<file path="config.mk">
export PLATFORM = sky130hd
export DESIGN_NAME = bru_pipe_flat
export DESIGN_NICKNAME = d
export VERILOG_FILES = /design/src/rtl/bru_pipe_if.sv /design/src/rtl/bru_pipe.sv /design/src/flat_wrapper.sv
export SDC_FILE = /design/constraint.sdc
export NUM_CORES = 1
export LEC_CHECK = 0
export CAP_MARGIN = 40
export CORE_MARGIN = 8
export CORE_UTILIZATION = 40
export DETAILED_ROUTE_END_ITERATION = 12
export GPL_ROUTABILITY_DRIVEN = 0
export PLACE_DENSITY = 0.65
export SLEW_MARGIN = 25
export SYNTH_ARGS = -nofsm -noshare
export SYNTH_HDL_FRONTEND = slang
export SYNTH_SLANG_ARGS = --single-unit
export TNS_END_PERCENT = 5
</file>
<file path="constraint.sdc">
create_clock -name clock -period 4.2 [get_ports clock]
set_input_delay 0.42 -clock clock [delete_from_list [all_inputs] [get_ports clock]]
set_output_delay 0.42 -clock clock [all_outputs]
set_load 0.03 [all_outputs]
</file>
<file path="src/rtl/bru_pipe_if.sv">
// Request/response bundle for bru_pipe: request fields, registered branch result,
// flush control and the side-band BHT lookup port.
interface bru_pipe_if #(
  parameter int unsigned XLEN = 64
);
  logic            in_valid;
  logic            in_ready;
  logic [XLEN-1:0] pc;
  logic [XLEN-1:0] rdata1;
  logic [XLEN-1:0] rdata2;
  logic [XLEN-1:0] imm;
  logic [7:0]      bru_op;
  logic            pred_taken;
  logic [XLEN-1:0] pred_addr;

  logic            out_valid;
  logic            out_ready;
  logic            br_e;
  logic [XLEN-1:0] br_addr;
  logic [XLEN-1:0] br_result;
  logic            mispredict;
  logic [XLEN-1:0] redirect_pc;

  logic            flush;
  logic [XLEN-1:0] bht_pc;
  logic            bht_taken;

  modport master (
    output in_valid, pc, rdata1, rdata2, imm, bru_op, pred_taken, pred_addr,
    output out_ready, flush, bht_pc,
    input  in_ready, out_valid, br_e, br_addr, br_result, mispredict, redirect_pc,
    input  bht_taken
  );

  modport slave (
    input  in_valid, pc, rdata1, rdata2, imm, bru_op, pred_taken, pred_addr,
    input  out_ready, flush, bht_pc,
    output in_ready, out_valid, br_e, br_addr, br_result, mispredict, redirect_pc,
    output bht_taken
  );
endinterface

</file>
<file path="src/rtl/bru_pipe.sv">
// Single-stage branch resolution unit with valid/ready result register.
// Optional 2-bit branch history table enabled by defining BRU_BHT_EN.
module bru_pipe #(
  parameter int unsigned XLEN      = 64,
  parameter int unsigned BHT_DEPTH = 64
) (
  input logic    clock,
  input logic    reset_n,
  bru_pipe_if.slave bus
);

  // bru_op one-hot positions, MSB first
  localparam int unsigned OP_JAL  = 7;
  localparam int unsigned OP_JALR = 6;

  logic            in_ready;
  logic            capture;
  logic            xfer;

  logic [XLEN-1:0] pc_imm;
  logic [XLEN-1:0] rs1_imm;
  logic [XLEN-1:0] jalr_target;
  logic [XLEN-1:0] link;
  logic            op_eq;
  logic            op_lt_s;
  logic            op_lt_u;

  logic            taken;
  logic            is_cond;
  logic [XLEN-1:0] target;
  logic            mis;
  logic [XLEN-1:0] redirect;

  logic            out_valid_q;
  logic            br_e_q;
  logic [XLEN-1:0] br_addr_q;
  logic [XLEN-1:0] br_result_q;
  logic            mispredict_q;
  logic [XLEN-1:0] redirect_q;
  logic            cond_q;

  assign in_ready = ~out_valid_q | bus.out_ready;
  assign capture  = bus.in_valid & in_ready & ~bus.flush;
  assign xfer     = out_valid_q & bus.out_ready & ~bus.flush;

  assign pc_imm      = bus.pc + bus.imm;
  assign rs1_imm     = bus.rdata1 + bus.imm;
  assign jalr_target = {rs1_imm[XLEN-1:1], 1'b0};
  assign link        = bus.pc + XLEN'(4);

  assign op_eq   = (bus.rdata1 == bus.rdata2);
  assign op_lt_s = ($signed(bus.rdata1) < $signed(bus.rdata2));
  assign op_lt_u = (bus.rdata1 < bus.rdata2);

  // Highest set op bit wins; an empty op resolves as not-taken with a zero target.
  always_comb begin
    taken   = 1'b0;
    is_cond = 1'b0;
    target  = '0;
    casez (bus.bru_op)
      8'b1???????: begin taken = 1'b1;     target = pc_imm;      end
      8'b01??????: begin taken = 1'b1;     target = jalr_target; end
      8'b001?????: begin taken = op_eq;    target = pc_imm; is_cond = 1'b1; end
      8'b0001????: begin taken = ~op_eq;   target = pc_imm; is_cond = 1'b1; end
      8'b00001???: begin taken = op_lt_s;  target = pc_imm; is_cond = 1'b1; end
      8'b000001??: begin taken = ~op_lt_s; target = pc_imm; is_cond = 1'b1; end
      8'b0000001?: begin taken = op_lt_u;  target = pc_imm; is_cond = 1'b1; end
      8'b00000001: begin taken = ~op_lt_u; target = pc_imm; is_cond = 1'b1; end
      default:     begin taken = 1'b0;     target = '0;     end
    endcase
  end

  always_comb begin
    mis      = (taken != bus.pred_taken)
             | (taken & bus.pred_taken & (target != bus.pred_addr));
    redirect = taken ? target : link;
  end

  always_ff @(posedge clock or negedge reset_n) begin
    if (!reset_n) begin
      out_valid_q  <= 1'b0;
      br_e_q       <= 1'b0;
      br_addr_q    <= '0;
      br_result_q  <= '0;
      mispredict_q <= 1'b0;
      redirect_q   <= '0;
      cond_q       <= 1'b0;
    end else if (bus.flush) begin
      out_valid_q  <= 1'b0;
    end else if (capture) begin
      out_valid_q  <= 1'b1;
      br_e_q       <= taken;
      br_addr_q    <= target;
      br_result_q  <= link;
      mispredict_q <= mis;
      redirect_q   <= redirect;
      cond_q       <= is_cond;
    end else if (bus.out_ready) begin
      out_valid_q  <= 1'b0;
    end
  end

  assign bus.in_ready    = in_ready;
  assign bus.out_valid   = out_valid_q;
  assign bus.br_e        = br_e_q;
  assign bus.br_addr     = br_addr_q;
  assign bus.br_result   = br_result_q;
  assign bus.mispredict  = mispredict_q;
  assign bus.redirect_pc = redirect_q;

`ifdef BRU_BHT_EN
  localparam int unsigned IDX_W = $clog2(BHT_DEPTH);

  logic [1:0]       bht [BHT_DEPTH];
  logic [IDX_W-1:0] hold_idx;
  logic [IDX_W-1:0] look_idx;
  logic             bht_upd;
  logic             unused_bht;

  assign look_idx   = bus.bht_pc[IDX_W+1:2];
  assign bht_upd    = xfer & cond_q;
  assign unused_bht = ^{bus.bht_pc[XLEN-1:IDX_W+2], bus.bht_pc[1:0]};

  always_ff @(posedge clock or negedge reset_n) begin
    if (!reset_n) begin
      hold_idx <= '0;
    end else if (capture) begin
      hold_idx <= bus.pc[IDX_W+1:2];
    end
  end

  always_ff @(posedge clock or negedge reset_n) begin
    if (!reset_n) begin
      for (int unsigned i = 0; i < BHT_DEPTH; i++) begin
        bht[i] <= 2'd1;
      end
    end else if (bht_upd) begin
      if (br_e_q && bht[hold_idx] != 2'd3) begin
        bht[hold_idx] <= bht[hold_idx] + 2'd1;
      end else if (!br_e_q && bht[hold_idx] != 2'd0) begin
        bht[hold_idx] <= bht[hold_idx] - 2'd1;
      end
    end
  end

  // Registered table: a same-cycle update is only visible from the next cycle.
  assign bus.bht_taken = bht[look_idx][1];
`else
  logic unused_bht;

  assign unused_bht    = ^{bus.bht_pc, xfer, cond_q};
  assign bus.bht_taken = 1'b0;
`endif

endmodule

</file>
<file path="src/flat_wrapper.sv">
// flat-port wrapper written by rule: the top's interface ports become plain ports
module bru_pipe_flat 
#(
  parameter int unsigned XLEN      = 64,
  parameter int unsigned BHT_DEPTH = 64
)
  (clock, reset_n, bus_in_valid, bus_pc, bus_rdata1, bus_rdata2, bus_imm, bus_bru_op, bus_pred_taken, bus_pred_addr, bus_out_ready, bus_flush, bus_bht_pc, bus_in_ready, bus_out_valid, bus_br_e, bus_br_addr, bus_br_result, bus_mispredict, bus_redirect_pc, bus_bht_taken);
  bru_pipe_if #(.XLEN(XLEN)) bus_i ();
  input logic clock;
  input logic reset_n;
  input wire logic [$bits(bus_i.in_valid)-1:0] bus_in_valid;
  input wire logic [$bits(bus_i.pc)-1:0] bus_pc;
  input wire logic [$bits(bus_i.rdata1)-1:0] bus_rdata1;
  input wire logic [$bits(bus_i.rdata2)-1:0] bus_rdata2;
  input wire logic [$bits(bus_i.imm)-1:0] bus_imm;
  input wire logic [$bits(bus_i.bru_op)-1:0] bus_bru_op;
  input wire logic [$bits(bus_i.pred_taken)-1:0] bus_pred_taken;
  input wire logic [$bits(bus_i.pred_addr)-1:0] bus_pred_addr;
  input wire logic [$bits(bus_i.out_ready)-1:0] bus_out_ready;
  input wire logic [$bits(bus_i.flush)-1:0] bus_flush;
  input wire logic [$bits(bus_i.bht_pc)-1:0] bus_bht_pc;
  output wire logic [$bits(bus_i.in_ready)-1:0] bus_in_ready;
  output wire logic [$bits(bus_i.out_valid)-1:0] bus_out_valid;
  output wire logic [$bits(bus_i.br_e)-1:0] bus_br_e;
  output wire logic [$bits(bus_i.br_addr)-1:0] bus_br_addr;
  output wire logic [$bits(bus_i.br_result)-1:0] bus_br_result;
  output wire logic [$bits(bus_i.mispredict)-1:0] bus_mispredict;
  output wire logic [$bits(bus_i.redirect_pc)-1:0] bus_redirect_pc;
  output wire logic [$bits(bus_i.bht_taken)-1:0] bus_bht_taken;
  assign bus_i.in_valid = bus_in_valid;
  assign bus_i.pc = bus_pc;
  assign bus_i.rdata1 = bus_rdata1;
  assign bus_i.rdata2 = bus_rdata2;
  assign bus_i.imm = bus_imm;
  assign bus_i.bru_op = bus_bru_op;
  assign bus_i.pred_taken = bus_pred_taken;
  assign bus_i.pred_addr = bus_pred_addr;
  assign bus_i.out_ready = bus_out_ready;
  assign bus_i.flush = bus_flush;
  assign bus_i.bht_pc = bus_bht_pc;
  assign bus_in_ready = bus_i.in_ready;
  assign bus_out_valid = bus_i.out_valid;
  assign bus_br_e = bus_i.br_e;
  assign bus_br_addr = bus_i.br_addr;
  assign bus_br_result = bus_i.br_result;
  assign bus_mispredict = bus_i.mispredict;
  assign bus_redirect_pc = bus_i.redirect_pc;
  assign bus_bht_taken = bus_i.bht_taken;
  bru_pipe #(.XLEN(XLEN), .BHT_DEPTH(BHT_DEPTH)) u_core (.clock(clock), .reset_n(reset_n), .bus(bus_i));
endmodule
</file>
==> results_dict.tcl <==
set metrics [dict create \
    top_usage_layer "met2" \
    avgSynthCellArea_um2 7.283 \
    synth_top_area_share_pct 23.25 \
    htree_num_levels 4 \
    wl_per_cell_um 22.06 \
    met1_usage_pct 44.17 \
    period_needed_ns 5.293 \
    startpoint_type "input pin" \
    synth_compound_gate_area_share_pct 26.94 \
    grt_pass1_vias 27354 \
    critPathMaxFanout 4 \
    min_period_over_period_pct 126.0 \
    endpoint_kind "register" \
    path_delay_family "simple AND/OR/NAND/NOR gates" \
    max_freq_mhz 188.9 \
    clockBufferDepth 2 \
    dieArea_um2 60060 \
    grtUsageMet3_pct 6.424 \
    cts.sinks 195 \
    fin_util_pct 64.68 \
    status "finished, violations left" \
    synth_area_leaders "dfrtp_1 (23%), ha_1 (11%), nand2_1 (9.4%)" \
    synth_edf_count 0 \
    hold_viol_final 0 \
    async_flop_share_pct 100.0 \
    vias 27976 \
    yosysSeqAreaShare_pct 23.25 \
    die_y_um 245.1 \
    dp_hpwl_mm 90.29 \
    port_buffers 529 \
    ys.flop_type "dfrtp_1" \
    die_x_um 245.1 \
    grt_usage_pct 33.44 \
    place_ws_ns -1.790 \
    syn_inst 2882 \
    overflow 0 \
    areaGrowthSynthToFinish_pct 60.97 \
    cts_tree "built" \
    tightestPinTransition_ns 0.8985 \
    firstDrtPassIters 6 \
    leakagePower_uw 0.01570 \
    synthSimpleGateAreaFrac_pct 24.54 \
    skew_ns 0.007537 \
    grt_pass1_wl_mm 158.2 \
    layout_setup_ws_ns -1.093 \
    synth_nets 3473 \
    dp.cells 4780 \
    crit_path_top_delay_cell "a2111o_1" \
    cts-root-buf "clkbuf_16" \
    cts_inserted_buffers 17 \
    setup_viol 13 \
    grt_start_max_net_pins 224 \
    crit_path_max_incr_delay_ns 0.48 \
    nNetsFinal 4706 \
    drv_cap 0 \
    clk_latency_ns 0.44 \
    synth_top_family_by_area "compound AO/OA/AOI/OAI gates" \
    required_ns 4.52 \
    rsz0062_at_grt "yes" \
    first_iter_violations 3010 \
    ant_nets 0 \
    core_um2 52240 \
    drive_gt1_share_pct 22.75 \
    vias_per_cell 5.793 \
    violations "negative setup slack" \
    fin_cells 4829 \
    grt_antenna_before_repair 17 \
    pin_count 595 \
    cts.clk_slew.worst_paths_ns 0.07 \
    synth_area_um2 20990 \
    cp.arrival_ns 5.61 \
    power_density_nw_per_um2 303.7 \
    use_met2_pct 53.06 \
    wirelength_mm 106.5 \
    ys_types 81 \
    synth_xor_area_share_pct 7.761 \
    synth_fa_ha_area_share_pct 11.58 \
    start_util_pct 40.18 \
    route.detailed.drc 0 \
    min_path_type "input pin to register" \
    synth_top_area_cell "dfrtp_1" \
    rows 84 \
    max-vdd-ir-drop_mv 0.2946 \
    slew_headroom_pct 40.10 \
    ys.warnings.count 0 \
    critical_path_class "input pin to register" \
    slew_violations 0 \
    critPathBufInv 4 \
    muxShareOfSynthArea_pct 1.079 \
    ys_ff_latch 195 \
]
==> cell usage after synthesis (all sizes together) (10+ instances only) <==
cell type / n
o21bai: 23
ha: 191
nand3: 64
o21a: 32
xor2: 82
or3: 22
a22o: 36
buf: 15
a21oi: 257
xnor2: 104
or2: 12
mux2i: 17
nor3: 58
nor4: 24
a22oi: 21
nor2: 188
o211ai: 26
a21boi: 18
and3: 30
and4: 17
a211oi: 28
nand2: 523
or4: 10
inv: 110
a211o: 10
clkbuf: 141
a31oi: 19
a21o: 59
dfrtp: 195
o22ai: 16
o31ai: 17
nand4: 107
and2: 19
nand2b: 12
o21ai: 267
==> what timing repair did <==
action                     CTS  global route
setup endpoints to repair   43            70
hold buffers                 1             0
setup buffers                1             1
gates resized for setup     25            24
pin swaps                    7             1
hold endpoints to repair    40             0
==> final cells by class <==
| class | instances | area [µm²] |
|---|---|---|
| multi-input cells | 2421 | 15340 |
| inverters | 110 | 415.4 |
| diodes | 13 | 32.53 |
| flip-flops and latches | 195 | 4880 |
| clock inverters | 11 | 116.4 |
| repair buffers | 1370 | 11670 |
| clock buffers | 21 | 470.5 |
| fillers | 4436 | 18450 |
| well taps | 688 | 860.8 |
==> worst paths after layout <==
| check | from | endpoint | slack, ns | depth (start not counted) |
|---|---|---|---|---|
| max | bus_rdata2[33] | u_core.bus.mispredict | -1.09 | 25 |
| min | bus_pc[0] | u_core.bus.br_result[0] | 0.46 | 4 |
| max reg2reg | u_core.bus.out_valid | u_core.bus.mispredict | 1.11 | 12 |
| min reg2reg | u_core.bus.br_result[0] | u_core.bus.br_result[0] | 0.48 | 2 |
| max in group asynchronous | reset_n | u_core.bus.br_result[48] | 2.62 | 4 |
| min in group asynchronous | reset_n | u_core.bus.redirect_pc[60] | 0.47 | 2 |
==> stage by stage <==
step                power [µW]  hold WS (ns)  setup TNS [ns]  instance area (µm²)
CTS                      10150        0.4710          -1.353                33620
global placement          8350        0.4578          -31.53                32880
floorplan                 5245        0.1244         -0.9515                21040
global route             10730        0.4329          -6.731                33780
detailed placement        8473        0.3660          -36.95                32910
finish                   10260        0.4569          -1.841                33790
==> flip-flops by register name, indices dropped and copies added (netlist names) <==
signal                  count
u_core.bus.br_result       64
u_core.bus.mispredict       1
u_core.bus.br_addr         64
u_core.bus.br_e             1
u_core.bus.out_valid        1
u_core.bus.redirect_pc     64
==> logic make-up (layout without fill, tap and decap cells) <==
group	Yosys count	in the layout
flip-flops	195	195
AND/OR/NAND/NOR	1117	1117
AO/OA/AOI/OAI	902	902
buffers and inverters	266	1512
adder cells (fa/ha/maj)	193	193
other	1	14
multiplexers	22	22
XOR/XNOR	186	186
==> tightest hold or removal path, stage by stage <==
cell and delay, ns:
dlymetal6s2s_1 0.17, buf_4 0.18, nand2_1 0.06, nand2_1 0.04
==> routing by layer <==
| metal | routed length [µm] | part of all wire (%) | vias to the layer above |
|---|---|---|---|
| li1 | - | - | 12931 |
| met1 | 42860 | 40 | 13151 |
| met2 | 47450 | 45 | 1604 |
| met3 | 11130 | 10 | 280 |
| met4 | 5010 | 4.7 | 10 |
| met5 | 53 | 0.050 | - |
==> report_power, final <==
part | total [µW] | switching, µW | internal [µW]
sequential | 2530 | 275 | 2260
combinational | 6080 | 3340 | 2740
clock | 1650 | 772 | 881
==> layout by cell type, fill, tap and decap left out, types with 19 or more instances in the layout <==
cell and n:
nand3_1 63, a22o_1 36, inv_1 108, a21o_1 59, a31oi_1 19, ha_1 187, nand2_1 523, xor2_1 82
a22oi_1 19, o21ai_0 250, nor4_1 21, clkdlybuf4s50_1 525, xnor2_1 104, o21a_1 31, a211oi_1 24, or3_1 21
dfrtp_1 195, a21oi_1 247, nor3_1 58, and3_1 30, buf_4 835, o211ai_1 25, o21bai_1 23, nand4_1 107
nor2_1 186
Power figures use the tool's default switching activity.
==> edit (same settings) <==
Add a define of `BRU_BHT_EN`.
--- a/src/rtl/bru_pipe.sv
+++ b/src/rtl/bru_pipe.sv
@@ -1,5 +1,7 @@
 // Single-stage branch resolution unit with valid/ready result register.
 // Optional 2-bit branch history table enabled by defining BRU_BHT_EN.
+`define BRU_BHT_EN
+
 module bru_pipe #(
   parameter int unsigned XLEN      = 64,
   parameter int unsigned BHT_DEPTH = 64
Check against the original RTL: not equivalent (Yosys sat finds a counterexample within 4 cycles, from zero or initial values and one cycle with reset_n low).
==> edit against the original RTL <==
Sequential share of layout area grew 5.3 points. Critical path type unchanged. Via count up 15%. Power up 36%. Setup slack better by 0.34 ns. Register-to-register slack got worse by 0.91 ns. Fmax rose by 6.9%. The flow still finishes with violations (setup timing). Cell area is 25% higher. Combinational power grew 16%. Largest power group unchanged. Critical endpoint unchanged. Sequential cell count increased by 135. Area after synthesis up 33%. Core utilization is 3.4 points lower. Worst hold slack gained 0.018 ns. Cell count rose by 18%. Routed wire length rose by 20%.
==> edit: results (changes against the original RTL) <==
- Status: complete, but fails checks (unchanged)
- Violated checks: setup timing (unchanged)
- Post-place setup slack: -1.58 ns (was -1.79 ns)
- Vias per cell: 5.66 (was 5.79)
- Switching share of power: 40.3% (was 42.7%)
- Non-clock buffer share of cell area: 29.8% (was 34.5%)
- Multi-In Gates: 2811 (was 2421)
- Non-clk bufs: 1460 (was 1370)
- Share of layout cells above drive strength 1: 26.2% (was 22.7%)
- H-tree levels: 2 (was 4)
- # Post-CTS Setup Buffers: 0 (was 1)
- Final setup violating endpoints: 3 (was 13)
- Vias in the first global route: 31700 (was 27400)
- Invs w/o clock: 97 (was 110)
- Final #Nets: 5327 (was 4706)
- Critical Path Fanout Max: 3 (was 4)
- DP Wirelength: 107000 um (was 90300 um)
- Num CTS Buffers: 34 (was 17)
- Clkbuf count: 49 (was 21)
- Slack of the critical path: -0.749 ns (was -1.09 ns)
- Die Area: 78300 um2 (was 60100 um2)
- Clk Latency, worst-skew pair: 0.55 ns (was 0.44 ns)
- Port bufs: 536 (was 529)
- Synth cell count leaders: nand2_1, o21ai_0, dfrtp_1 (was nand2_1, o21ai_0, a21oi_1)
- Wire length per cell: 22.5 um (was 22.1 um)
- Fillers: 6122 (was 4436)
- Multi-input logic area: 18600 um2 (was 15300 um2)
- Sequential share of cell area: 19.8% (was 14.4%)
- Min-delay worst type: reg2reg (was in2reg)
- Antenna Cells: 9 (was 13)
- Met2 WL: 57400 um (was 47500 um)
- Clock network share of area: 2.56% (was 1.74%)
- Syn nets: 4014 (was 3473)
- Initial antenna violation count: 10 (was 17)
- Hold slack: 0.475 ns (was 0.457 ns)
- Clock Skew: 0.0437 ns (was 0.00754 ns)
- Worst slew pin tran: 0.993 ns (was 0.898 ns)
- Largest net degree at the start of global routing: 107 (was 224)
- Pleak: 19.1 nW (was 15.7 nW)
- Post-cts gate resize count: 9 (was 25)
- Final WL: 128000 um (was 107000 um)
- Met3 WL post-DR: 12400 um (was 11100 um)
- M1 WL: 52500 um (was 42900 um)
- Setup TNS: -0.820 ns (was -1.84 ns)
- Library cells used by synthesis: 88 (was 81)
- Seq_cells: 330 (was 195)
- Design area: 42200 um2 (was 33800 um2)
- R2R Setup Slk: 0.20 ns (was 1.11 ns)
- Clk. pwr: 0.00302 W (was 0.00165 W)
- Placed cell area: 40900 um2 (was 32900 um2)
- Hold depth: 2 (was 4)
- Flop pwr share: 28.0% (was 24.7%)
- Seq/Total Area, Yosys: 29.9% (was 23.2%)
## edit: critical path, stage by stage
cell             delay, ns
clkdlybuf4s50_1       0.46
inv_1                 0.04
ha_1                  0.28
nand4_1               0.14
nor2_2                0.18
and3_4                0.22
nand4_1               0.21
nor4b_2               0.31
nand2_1               0.09
mux2_2                0.30
nor3_4                0.13
o211ai_1              0.14
mux2i_4               0.32
inv_4                 0.07
ha_4                  0.24
or4_1                 0.39
nor4_1                0.18
o2111ai_1             0.14
nor4_1                0.26
nand4_1               0.14
nor4_2                0.17
buf_4                 0.17
nand4_1               0.08
nor4_2                0.16
a21oi_1               0.09
## edit: path summary, 6_finish.rpt
check                                                        from                                     end
max reg2reg                        u_core.hold_idx[1]$_DFFE_PN0P_              u_core.bht[49]$_DFFE_PN0P_
min in group asynchronous                                 reset_n  u_core.bus.redirect_pc[24]$_DFFE_PN0P_
max in group asynchronous                                 reset_n      u_core.bus.br_addr[11]$_DFFE_PN0P_
min reg2reg                u_core.bus.redirect_pc[16]$_DFFE_PN0P_  u_core.bus.redirect_pc[16]$_DFFE_PN0P_
max                                                bus_rdata2[62]       u_core.bus.mispredict$_DFFE_PN0P_
min                        u_core.bus.redirect_pc[16]$_DFFE_PN0P_  u_core.bus.redirect_pc[16]$_DFFE_PN0P_
## edit: cells by family after synthesis
kind of cell,after synthesis,share of synthesized area [%]
buffers and inverters,280,3.83
adder cells (fa/ha/maj),195,8.81
flip-flops,330,29.9
multiplexers,195,8.55
AND/OR/NAND/NOR,1290,21.8
AO/OA/AOI/OAI,961,21.7
XOR/XNOR,170,5.35
## edit: per-layer routing
metal / vias up / global-route usage (%)
li1: 15100 / -
met1: 15300 / 41.7
met5: - / 0
met4: 2 / 12.7
met3: 268 / 5.33
met2: 1578 / 50.0
